**config.mk**
```make
export PLATFORM = sky130hd
export DESIGN_NAME = mpmc11_fifo_rd_sched
export DESIGN_NICKNAME = d
export VERILOG_FILES = /design/src/rtl/mpmc11_pkg.sv /design/src/rtl/mpmc11_rr_pick.sv /design/src/rtl/mpmc11_fifo_rd_sched.sv
export SDC_FILE = /design/constraint.sdc
export NUM_CORES = 1
export LEC_CHECK = 0
export BUFFER_PORTS_ARGS = -buffer_cell sky130_fd_sc_hd__buf_2
export CAP_MARGIN = 25
export CORE_AREA = 2 2 151 153
export CTS_BUF_LIST = sky130_fd_sc_hd__clkbuf_2 sky130_fd_sc_hd__clkbuf_4 sky130_fd_sc_hd__clkbuf_8
export DETAILED_ROUTE_END_ITERATION = 8
export DIE_AREA = 0 0 153 155
export GPL_TIMING_DRIVEN = 0
export SLEW_MARGIN = 0
export SYNTH_ARGS = -nofsm -noshare
export SYNTH_HDL_FRONTEND = slang
export SYNTH_SLANG_ARGS = --single-unit
```
**constraint.sdc**
```tcl
create_clock -name rd_clk -period 3.9 [get_ports rd_clk]
set_clock_uncertainty 0.1 [all_clocks]
set_input_delay 0.585 -clock rd_clk [delete_from_list [all_inputs] [get_ports rd_clk]]
set_output_delay 0.585 -clock rd_clk [all_outputs]
set_load 0.02 [all_outputs]
```
**src/rtl/mpmc11_pkg.sv**
```systemverilog
// Shared types for the mpmc11 port-FIFO read side.
//   mpmc11_fifoe_t         : one request entry as stored in a port FIFO.
//   mpmc11_rdsched_state_t : read-scheduler FSM states.
package mpmc11_pkg;

  typedef struct packed {
    logic [27:0] addr;
    logic [5:0]  len;
    logic        rnw;
    logic [3:0]  tag;
  } mpmc11_fifoe_t;

  typedef enum logic [1:0] {
    ARB,
    RD,
    CAP,
    OUT
  } mpmc11_rdsched_state_t;

endpackage

```
**src/rtl/mpmc11_rr_pick.sv**
```systemverilog
// Combinational rotating-priority picker.
//   elig  : per-port eligibility.
//   last  : most recently granted port; the scan starts at last+1.
//   found : at least one port is eligible.
//   idx   : first eligible port in the order last+1, last+2, ... (mod NPORT).
// The scan covers NPORT offsets, so `last` itself is the final candidate.
module mpmc11_rr_pick #(
  parameter int unsigned NPORT = 8
) (
  input  logic [NPORT-1:0]         elig,
  input  logic [$clog2(NPORT)-1:0] last,
  output logic                     found,
  output logic [$clog2(NPORT)-1:0] idx
);

  typedef logic [$clog2(NPORT)-1:0] idx_t;

  always_comb begin
    found = 1'b0;
    idx   = '0;
    // Walk from the farthest offset down so the nearest eligible port wins.
    for (int k = int'(NPORT); k >= 1; k--) begin
      int s;
      s = int'(last) + k;
      if (s >= int'(NPORT)) s = s - int'(NPORT);
      if (elig[s]) begin
        found = 1'b1;
        idx   = idx_t'(s);
      end
    end
  end

endmodule

```
**src/rtl/mpmc11_fifo_rd_sched.sv**
```systemverilog
// Read-side scheduler for the per-port mpmc11 request FIFOs (read clock domain).
//   rd_clk, rst     : clock, synchronous active-high reset.
//   port_en         : per-port arbitration mask.
//   fifo_empty      : FIFO empty flags.
//   fifo_rst_busy   : FIFO rd_rst_busy flags.
//   fifo_dout       : FIFO read data (std mode, valid the cycle after rd_fifo).
//   rd_fifo         : registered one-hot FIFO read strobe.
//   req/req_valid/req_ready/req_port : captured request toward the core.
//   busy            : FSM is not in ARB.
//   abort           : one-cycle pulse when an in-flight read is dropped.
module mpmc11_fifo_rd_sched
  import mpmc11_pkg::*;
#(
  parameter int unsigned NPORT     = 8,
  parameter int unsigned BURST_MAX = 4
) (
  input  logic                          rd_clk,
  input  logic                          rst,
  input  logic          [NPORT-1:0]     port_en,
  input  logic          [NPORT-1:0]     fifo_empty,
  input  logic          [NPORT-1:0]     fifo_rst_busy,
  input  mpmc11_fifoe_t [NPORT-1:0]     fifo_dout,
  output logic          [NPORT-1:0]     rd_fifo,
  output mpmc11_fifoe_t                 req,
  output logic                          req_valid,
  input  logic                          req_ready,
  output logic [$clog2(NPORT)-1:0]      req_port,
  output logic                          busy,
  output logic                          abort
);

  localparam int unsigned IW = $clog2(NPORT);
  localparam int unsigned CW = $clog2(BURST_MAX + 1);

  typedef logic [IW-1:0] idx_t;
  typedef logic [CW-1:0] cnt_t;

  localparam cnt_t BurstMax = cnt_t'(BURST_MAX);
  localparam idx_t LastRst  = idx_t'(NPORT - 1);

  mpmc11_rdsched_state_t state_q, state_d;
  logic [NPORT-1:0]      rd_fifo_q, rd_fifo_d;
  mpmc11_fifoe_t         req_q, req_d;
  logic                  req_valid_q, req_valid_d;
  idx_t                  req_port_q, req_port_d;
  logic                  busy_q, busy_d;
  logic                  abort_q, abort_d;
  idx_t                  last_q, last_d;
  idx_t                  cur_q, cur_d;
  cnt_t                  burst_cnt_q, burst_cnt_d;

  logic [NPORT-1:0] elig;
  logic             pick_found;
  idx_t             pick_idx;
  logic             keep;
  logic             grant;
  idx_t             grant_idx;

  assign elig = port_en & ~fifo_empty & ~fifo_rst_busy;

  mpmc11_rr_pick #(
    .NPORT(NPORT)
  ) u_pick (
    .elig (elig),
    .last (last_q),
    .found(pick_found),
    .idx  (pick_idx)
  );

  // Stay on the last port while its burst allowance is open; a zero count means
  // the previous grant either started a new port or was aborted.
  assign keep      = (burst_cnt_q != '0) && (burst_cnt_q < BurstMax) && elig[last_q];
  assign grant     = keep | pick_found;
  assign grant_idx = keep ? last_q : pick_idx;

  always_comb begin
    state_d     = state_q;
    rd_fifo_d   = '0;
    req_d       = req_q;
    req_valid_d = req_valid_q;
    req_port_d  = req_port_q;
    abort_d     = 1'b0;
    last_d      = last_q;
    cur_d       = cur_q;
    burst_cnt_d = burst_cnt_q;

    unique case (state_q)
      ARB: begin
        if (grant) begin
          rd_fifo_d[grant_idx] = 1'b1;
          cur_d                = grant_idx;
          // An exhausted port re-granted through the wrap starts a fresh burst.
          if ((grant_idx != last_q) || (burst_cnt_q == BurstMax)) burst_cnt_d = '0;
          last_d               = grant_idx;
          state_d              = RD;
        end
      end
      RD: begin
        if (fifo_rst_busy[cur_q]) begin
          abort_d     = 1'b1;
          burst_cnt_d = '0;
          state_d     = ARB;
        end else begin
          state_d = CAP;
        end
      end
      CAP: begin
        if (fifo_rst_busy[cur_q]) begin
          abort_d     = 1'b1;
          burst_cnt_d = '0;
          state_d     = ARB;
        end else begin
          req_d       = fifo_dout[cur_q];
          req_port_d  = cur_q;
          req_valid_d = 1'b1;
          state_d     = OUT;
        end
      end
      OUT: begin
        if (req_valid_q && req_ready) begin
          req_valid_d = 1'b0;
          burst_cnt_d = (burst_cnt_q >= BurstMax) ? BurstMax : burst_cnt_q + cnt_t'(1);
          state_d     = ARB;
        end
      end
      default: state_d = ARB;
    endcase

    busy_d = (state_d != ARB);
  end

  always_ff @(posedge rd_clk) begin
    if (rst) begin
      state_q     <= ARB;
      rd_fifo_q   <= '0;
      req_q       <= '0;
      req_valid_q <= 1'b0;
      req_port_q  <= '0;
      busy_q      <= 1'b0;
      abort_q     <= 1'b0;
      last_q      <= LastRst;
      cur_q       <= '0;
      burst_cnt_q <= '0;
    end else begin
      state_q     <= state_d;
      rd_fifo_q   <= rd_fifo_d;
      req_q       <= req_d;
      req_valid_q <= req_valid_d;
      req_port_q  <= req_port_d;
      busy_q      <= busy_d;
      abort_q     <= abort_d;
      last_q      <= last_d;
      cur_q       <= cur_d;
      burst_cnt_q <= burst_cnt_d;
    end
  end

  assign rd_fifo   = rd_fifo_q;
  assign req       = req_q;
  assign req_valid = req_valid_q;
  assign req_port  = req_port_q;
  assign busy      = busy_q;
  assign abort     = abort_q;

endmodule

```
# Word-level counts from Yosys, hierarchy flattened
# Index checks and enable logic that the tools add are counted.
[op_classes]
n_addsub = 17
order_cmp = 22
eq_ne = 10
mux = 72
bitwise_logic = 9
reduce_logical = 16
[op_table]
columns = ["cell", "n"]
rows = [
  ["$ge A32 B5 Y1 const B", 8],
  ["$lt A32 B5 Y1 const B", 8],
  ["$mux W32", 8],
  ["$sub A32 B5 Y32 const B", 8],
  ["$bmux W39 S3", 1],
  ["$mux W3", 14],
  ["$mux W39", 1],
  ["$bmux W1 S3", 10],
  ["$mux W1", 30],
  ["$add A3 B3 Y4 const B", 4],
  ["$and A8 B8 Y8", 2],
  ["$not A8 Y8", 2],
  ["$lt A3 B4 Y1 const B", 3],
  ["$pmux W3 S3", 1],
  ["$add A3 B2 Y4 const B", 2],
  ["$mux W2", 4],
  ["$ne A2 B2 Y1 const B", 4],
  ["$pmux W2 S4", 1],
  ["$add A3 B4 Y5 const B", 1],
  ["$add A3 B1 Y4 const B", 1],
  ["$eq A2 B2 Y1 const B", 2],
  ["$logic_and A1 B1 Y1", 4],
  ["$not A1 Y1", 4],
  ["$reduce_and A2 Y1", 2],
  ["19 further kinds", 21],
]
[totals]
reg_bits = 64
input_bits = 339
out_inout_bits = 53
word_cells = 159

# Longest topological paths before layout
[depth]
word_depth = 20
depth_mapped = 14
depth_no_buf = 11

# Modules after synthesis
# Synthesis repeated with hierarchy kept, for this count alone.
[hier_totals]
cells_unflattened = 518
hier_area_um2 = 5920.7
[modules_own_cells]
columns = ["module", "n_inst", "cells_per_inst", "area_each_um2", "seq_area_each_um2"]
rows = [
  ["mpmc11_fifo_rd_sched", 1, 441, 5246.3, 1281.2],
  ["mpmc11_rr_pick", 1, 77, 674.4, 0.0],
]

# Worst setup path after synthesis
# No wires, ideal clock.
[synth_path]
path_type = "reg-to-reg"
startpoint = "register last_q[1]"
endpoint = "register burst_cnt_q[0]"
setup_time_ns = 0.070
arrival_time_ns = 3.354
t_required_ns = 3.730
setup_slack_ns = 0.376
stages_incl_launch_ff = 15
path_buffers = 3
synth_period_minus_slack_ns = 3.524
cell_sequence = "dfxtp_1 clkbuf_4 inv_2 ha_1 buf_4 buf_4 mux2i_1 mux4_2 nand2b_4 a311o_1 o221ai_2 o21ai_2 a31o_2 or4_1 a21oi_1"
[synth_between]
elab_chain_cells = 19
word_cells_on_any_way = 82
cone_classes = "add/sub (16); order compare (8); eq/ne (3); mux (51); bitwise (1); reduce/logical (3)"
[synth_lines]
columns = ["item", "line", "source"]
rows = [
  ["start: declaration", "mpmc11_fifo_rd_sched.sv:48", "idx_t last_q, last_d;"],
  ["start signal: assignment", "mpmc11_fifo_rd_sched.sv:141", "last_q <= LastRst;"],
  ["start signal: assignment", "mpmc11_fifo_rd_sched.sv:152", "last_q <= last_d;"],
  ["$add A3 B4 Y5", "mpmc11_rr_pick.sv:24", "s = int'(last) + k;"],
  ["$sub A32 B5 Y32 / $ge A32 B5 Y1 (equally long branches)", "mpmc11_rr_pick.sv:25", "if (s >= int'(NPORT)) s = s - int'(NPORT);"],
  ["$mux W32", "mpmc11_rr_pick.sv:25", ""],
  ["$bmux W1 S3", "mpmc11_rr_pick.sv:26", "if (elig[s]) begin"],
  ["$mux W1 (not written as such) (2 in a row)", "mpmc11_rr_pick.sv:26", ""],
  ["$mux W3 (8 in a row)", "mpmc11_rr_pick.sv:26", ""],
  ["$mux W3", "mpmc11_fifo_rd_sched.sv:74", "assign grant_idx = keep ? last_q : pick_idx;"],
  ["$ne A3 B3 Y1", "mpmc11_fifo_rd_sched.sv:93", "if ((grant_idx != last_q) || (burst_cnt_q == BurstMax)) burst_cnt_d = '0;"],
  ["$logic_or A1 B1 Y1", "mpmc11_fifo_rd_sched.sv:93", ""],
  ["$ne A2 B2 Y1 (no line)", "n/a", ""],
  ["$reduce_and A4 Y1 (no line) *", "n/a", ""],
  ["end signal: assignment", "mpmc11_fifo_rd_sched.sv:154", "burst_cnt_q <= burst_cnt_d;"],
  ["end: declaration", "mpmc11_fifo_rd_sched.sv:50", "cnt_t burst_cnt_q, burst_cnt_d;"],
]
# Every way passes the cells marked *; elsewhere a longest branch is shown, timed or not. The select of a mux whose other input is x is not followed.
# A chain may end at the register's enable or synchronous reset.

# Worst setup path after layout
[layout_path]
startpoint = "register last_q[0]"
endpoint = "register burst_cnt_q[0]"
# Same word-level chain as after synthesis.

==> results.py <==
metrics = {
    "power": {
        "power_density_mw_per_mm2": 512.8,
        "ir_drop_v": 0.0002385,
        "p_leak_nw": 3.652,
    },
    "outcome": {
        "status": "finished, final reports clean",
    },
    "synth": {
        "synth_compound_area_share_pct": 12.50,
        "synth_top_family_by_area": "multiplexers",
        "synth_common_cells": "91 x mux4_2, 68 x nor2_1, 64 x dfxtp_1",
        "synth_fa_ha_area_share_pct": 1.887,
        "yosysUniqueCellTypes": 65,
        "seq_area_frac_synth_pct": 21.47,
        "avgSynthCellArea_um2": 11.26,
        "yosysMostFrequentCell": "mux4_2",
        "syn-num-nets": 878,
        "synthSimpleGateAreaFrac_pct": 12.58,
        "synth-seq-cells": 64,
        "ys_async_sr_fraction_pct": 0,
        "synth_top_area_share_pct": 34.35,
        "synth_mux_area_share_pct": 46.55,
        "synth_edf_count": 0,
        "synth_top_area_cell": "mux4_2",
        "synthCells": 530,
        "yosysWarnings": 0,
        "synthXorXnorAreaFrac_pct": 0.5871,
        "ys.flop_type": "dfxtp_1",
        "ys_top_cells_by_area": "mux4_2 34%, dfxtp_1 21%, mux2i_1 10%",
        "synth_area_mm2": 0.005967,
    },
    "setup_path": {
        "crit_top_cell": "buf_4",
        "worstReg2RegEnd": "burst_cnt_q[0]",
        "cp_slowest_cell": "mux4_2",
        "cp_cell_sequence": "buf_6, inv_2, ha_1, buf_4, buf_4, mux2i_1, mux4_2, nand2b_4, a311o_1, o221ai_2, o21ai_2, a31o_2, or4_1, a21oi_1",
        "critPathRequiredTime_ps": 4090,
        "path_buf_inv": 4,
        "r2r_start": "last_q[0]",
        "crit_fanout": 10,
        "r2r_cells": 14,
        "arrival_ps": 3950,
        "cp_top_family": "compound AO/OA/AOI/OAI gates",
        "endpoint_kind": "register",
        "critPathLaunchType": "register",
        "reg2reg_slack_ps": 140,
        "slowest_delay_ps": 550,
        "path_class": "reg -> reg",
    },
    "timing": {
        "period_share_pct": 96.32,
        "max_slew.worst_pin.slew_ps": 878.4,
        "period_needed_ps": 3757,
        "whs_ps": 393.1,
        "drv_slew": 0,
        "setup_viol": 0,
        "max_slew_margin_pct": 41.44,
        "grt_setup_unrepaired": "no",
        "max_freq_mhz": 266.2,
        "hold_violations": 0,
    },
    "place": {
        "globalplace.congestion": 0.8785,
        "port_buffers": 391,
        "placed_area_mm2": 0.008280,
        "dp_hpwl_mm": 22.72,
    },
    "die": {
        "io_pins": 392,
        "start_util_pct": 26.84,
        "row_count": 55,
        "die_w_um": 153,
        "dieArea_mm2": 0.02372,
        "die_h_um": 155,
        "coreArea_mm2": 0.02223,
    },
    "global_routing": {
        "grt_max_degree": 12,
        "grt_use_total_pct": 21.59,
        "overflow": 0,
        "grt_pass1_wl_mm": 38.64,
        "grtUsageMet1_pct": 27.51,
        "use_met2_pct": 35.79,
        "use_met3_pct": 4.735,
        "grt_antenna_before_repair": 12,
        "grt_pass1_vias": 6433,
        "top_usage_layer": "met2",
    },
    "final_layout": {
        "fin_nets": 1282,
        "design_area_mm2": 0.008547,
        "drive_gt1_share_pct": 57.46,
        "fillCellCount": 2269,
        "multiInputGateArea_mm2": 0.004439,
        "area_growth_pct": 43.24,
        "register_area_mm2": 0.001282,
    },
    "route": {
        "drt-initial-drc-count": 381,
        "drt_wl_total_mm": 26.72,
        "drc": 0,
        "num_vias": 6470,
        "postRouteAntennaNets": 0,
        "wl_per_cell_um": 21.69,
        "first_pass_iters": 4,
        "via_per_inst": 5.252,
    },
    "worst_hold_path": {
        "min-delay-start": "req_port[0]",
        "min_to": "req_port[0]",
        "min_path_type": "reg -> reg",
        "hold_depth": 2,
    },
    "cts": {
        "clockBufferDepth": 2,
        "clkTransAtPathRegs_ps": 80,
        "cts_tree": "built",
        "htree_num_levels": 3,
        "clk_latency_ps": 360,
        "clock-sinks": 64,
        "clock-root-buffer": "clkbuf_8",
        "cts_buffers": 9,
    },
    "job": {
        "cap_violations": 0,
    },
}
## logic make-up after synthesis
kind of cell | count (synthesis)
AND/OR/NAND/NOR | 135
XOR/XNOR | 4
adder cells (fa/ha/maj) | 9
AO/OA/AOI/OAI | 100
multiplexers | 157
flip-flops | 64
buffers and inverters | 61
## placed cells by master, fill, tap and decap left out, types with 3 or more instances in the layout
cell type / count
buf_2: 395
mux4_2: 91
nor2_1: 68
dfxtp_1: 63
mux2i_1: 60
a211oi_1: 41
clkbuf_1: 31
nand2_1: 16
a21oi_1: 13
inv_1: 10
o21ai_0: 10
clkbuf_8: 10
diode_2: 9
ha_1: 9
nor3_1: 8
buf_1: 7
buf_4: 6
nor3b_4: 5
a22oi_1: 5
nor3b_1: 5
nor4b_1: 4
or3b_2: 4
and2_1: 4
nand2b_1: 4
buf_6: 3
a2111oi_0: 3
nor3b_2: 3
mux4_1: 3
a311oi_1: 3
## routing by layer
layer / up-vias / wire (µm)
met5: - / 27
met4: 4 / 898
met3: 47 / 1879
met2: 325 / 13090
met1: 3142 / 10820
li1: 2952 / -
## repair_timing
item                       CTS  global route
pin swaps                    0             0
buffers inserted             0             3
setup endpoints to repair    3             7
gates cloned                 0             0
hold buffers                 0             0
gates resized for setup      1             8
## metrics by stage
step | std cells | setup TNS, ps | setup slack (ps) | utilization (%) | power (W)
floorplan | 530 | 0 | 375.9 | - | 0.002942
global placement | 1206 | -11.34 | -9.778 | 37.25 | 0.003710
detailed placement | 1206 | -27.03 | -10.49 | 37.25 | 0.003726
CTS | 1220 | 0 | 54.28 | 38.17 | 0.004347
global route | 1230 | 0 | 8.607 | 38.43 | 0.004668
finish | 1232 | 0 | 143.4 | 38.45 | 0.004383
## tightest hold or removal path: cells and delay by family (launching register included)
family,cells,cell delay [ps]
flip-flops,1,330
AND/OR/NAND/NOR,1,70
multiplexers,1,60
## state kept, by name, summed over array words and instances (netlist names)
signal	cells
req	39
req_valid	1
req_port	3
busy	1
cur_q	3
abort	1
burst_cnt_q	3
state_q	2
rd_fifo	8
last_q	3
## worst max path at each step
| stage | from | endpoint | cells past startpoint |
|---|---|---|---|
| 3_3_place_gp | cur_q[0] | req_port[1] | 8 |
| 4_1_cts | last_q[1] | burst_cnt_q[0] | 14 |
| 5_1_grt | last_q[0] | burst_cnt_q[0] | 14 |
| 6_report | last_q[0] | burst_cnt_q[0] | 14 |
| 3_5_place_dp | cur_q[0] | req_port[0] | 8 |
| 2_1_floorplan | last_q[1] | burst_cnt_q[0] | 14 |
## report_power, final
part / switching [W] / leakage, nW / internal (W)
registers: 0.0000488 / 0.518 / 0.000735
logic: 0.00160 / 3.03 / 0.00139
clock network: 0.000286 / 0.0991 / 0.000319
total: 0.00194 / 3.65 / 0.00245
## layout make-up
| type | count | area share (%) |
|---|---|---|
| Sequential cell | 64 | 15.01 |
| Clock buffer | 11 | 1.698 |
| Antenna cell | 9 | 0.2635 |
| Multi-Input combinational cell | 405 | 51.94 |
| Clock inverter | 4 | 0.6441 |
| Tap cell | 285 | 4.172 |
| Timing Repair Buffer | 394 | 23.16 |
| Inverter | 12 | 0.5563 |
| Buffer | 48 | 2.562 |
Note: power is estimated with default switching activity, not from simulation.
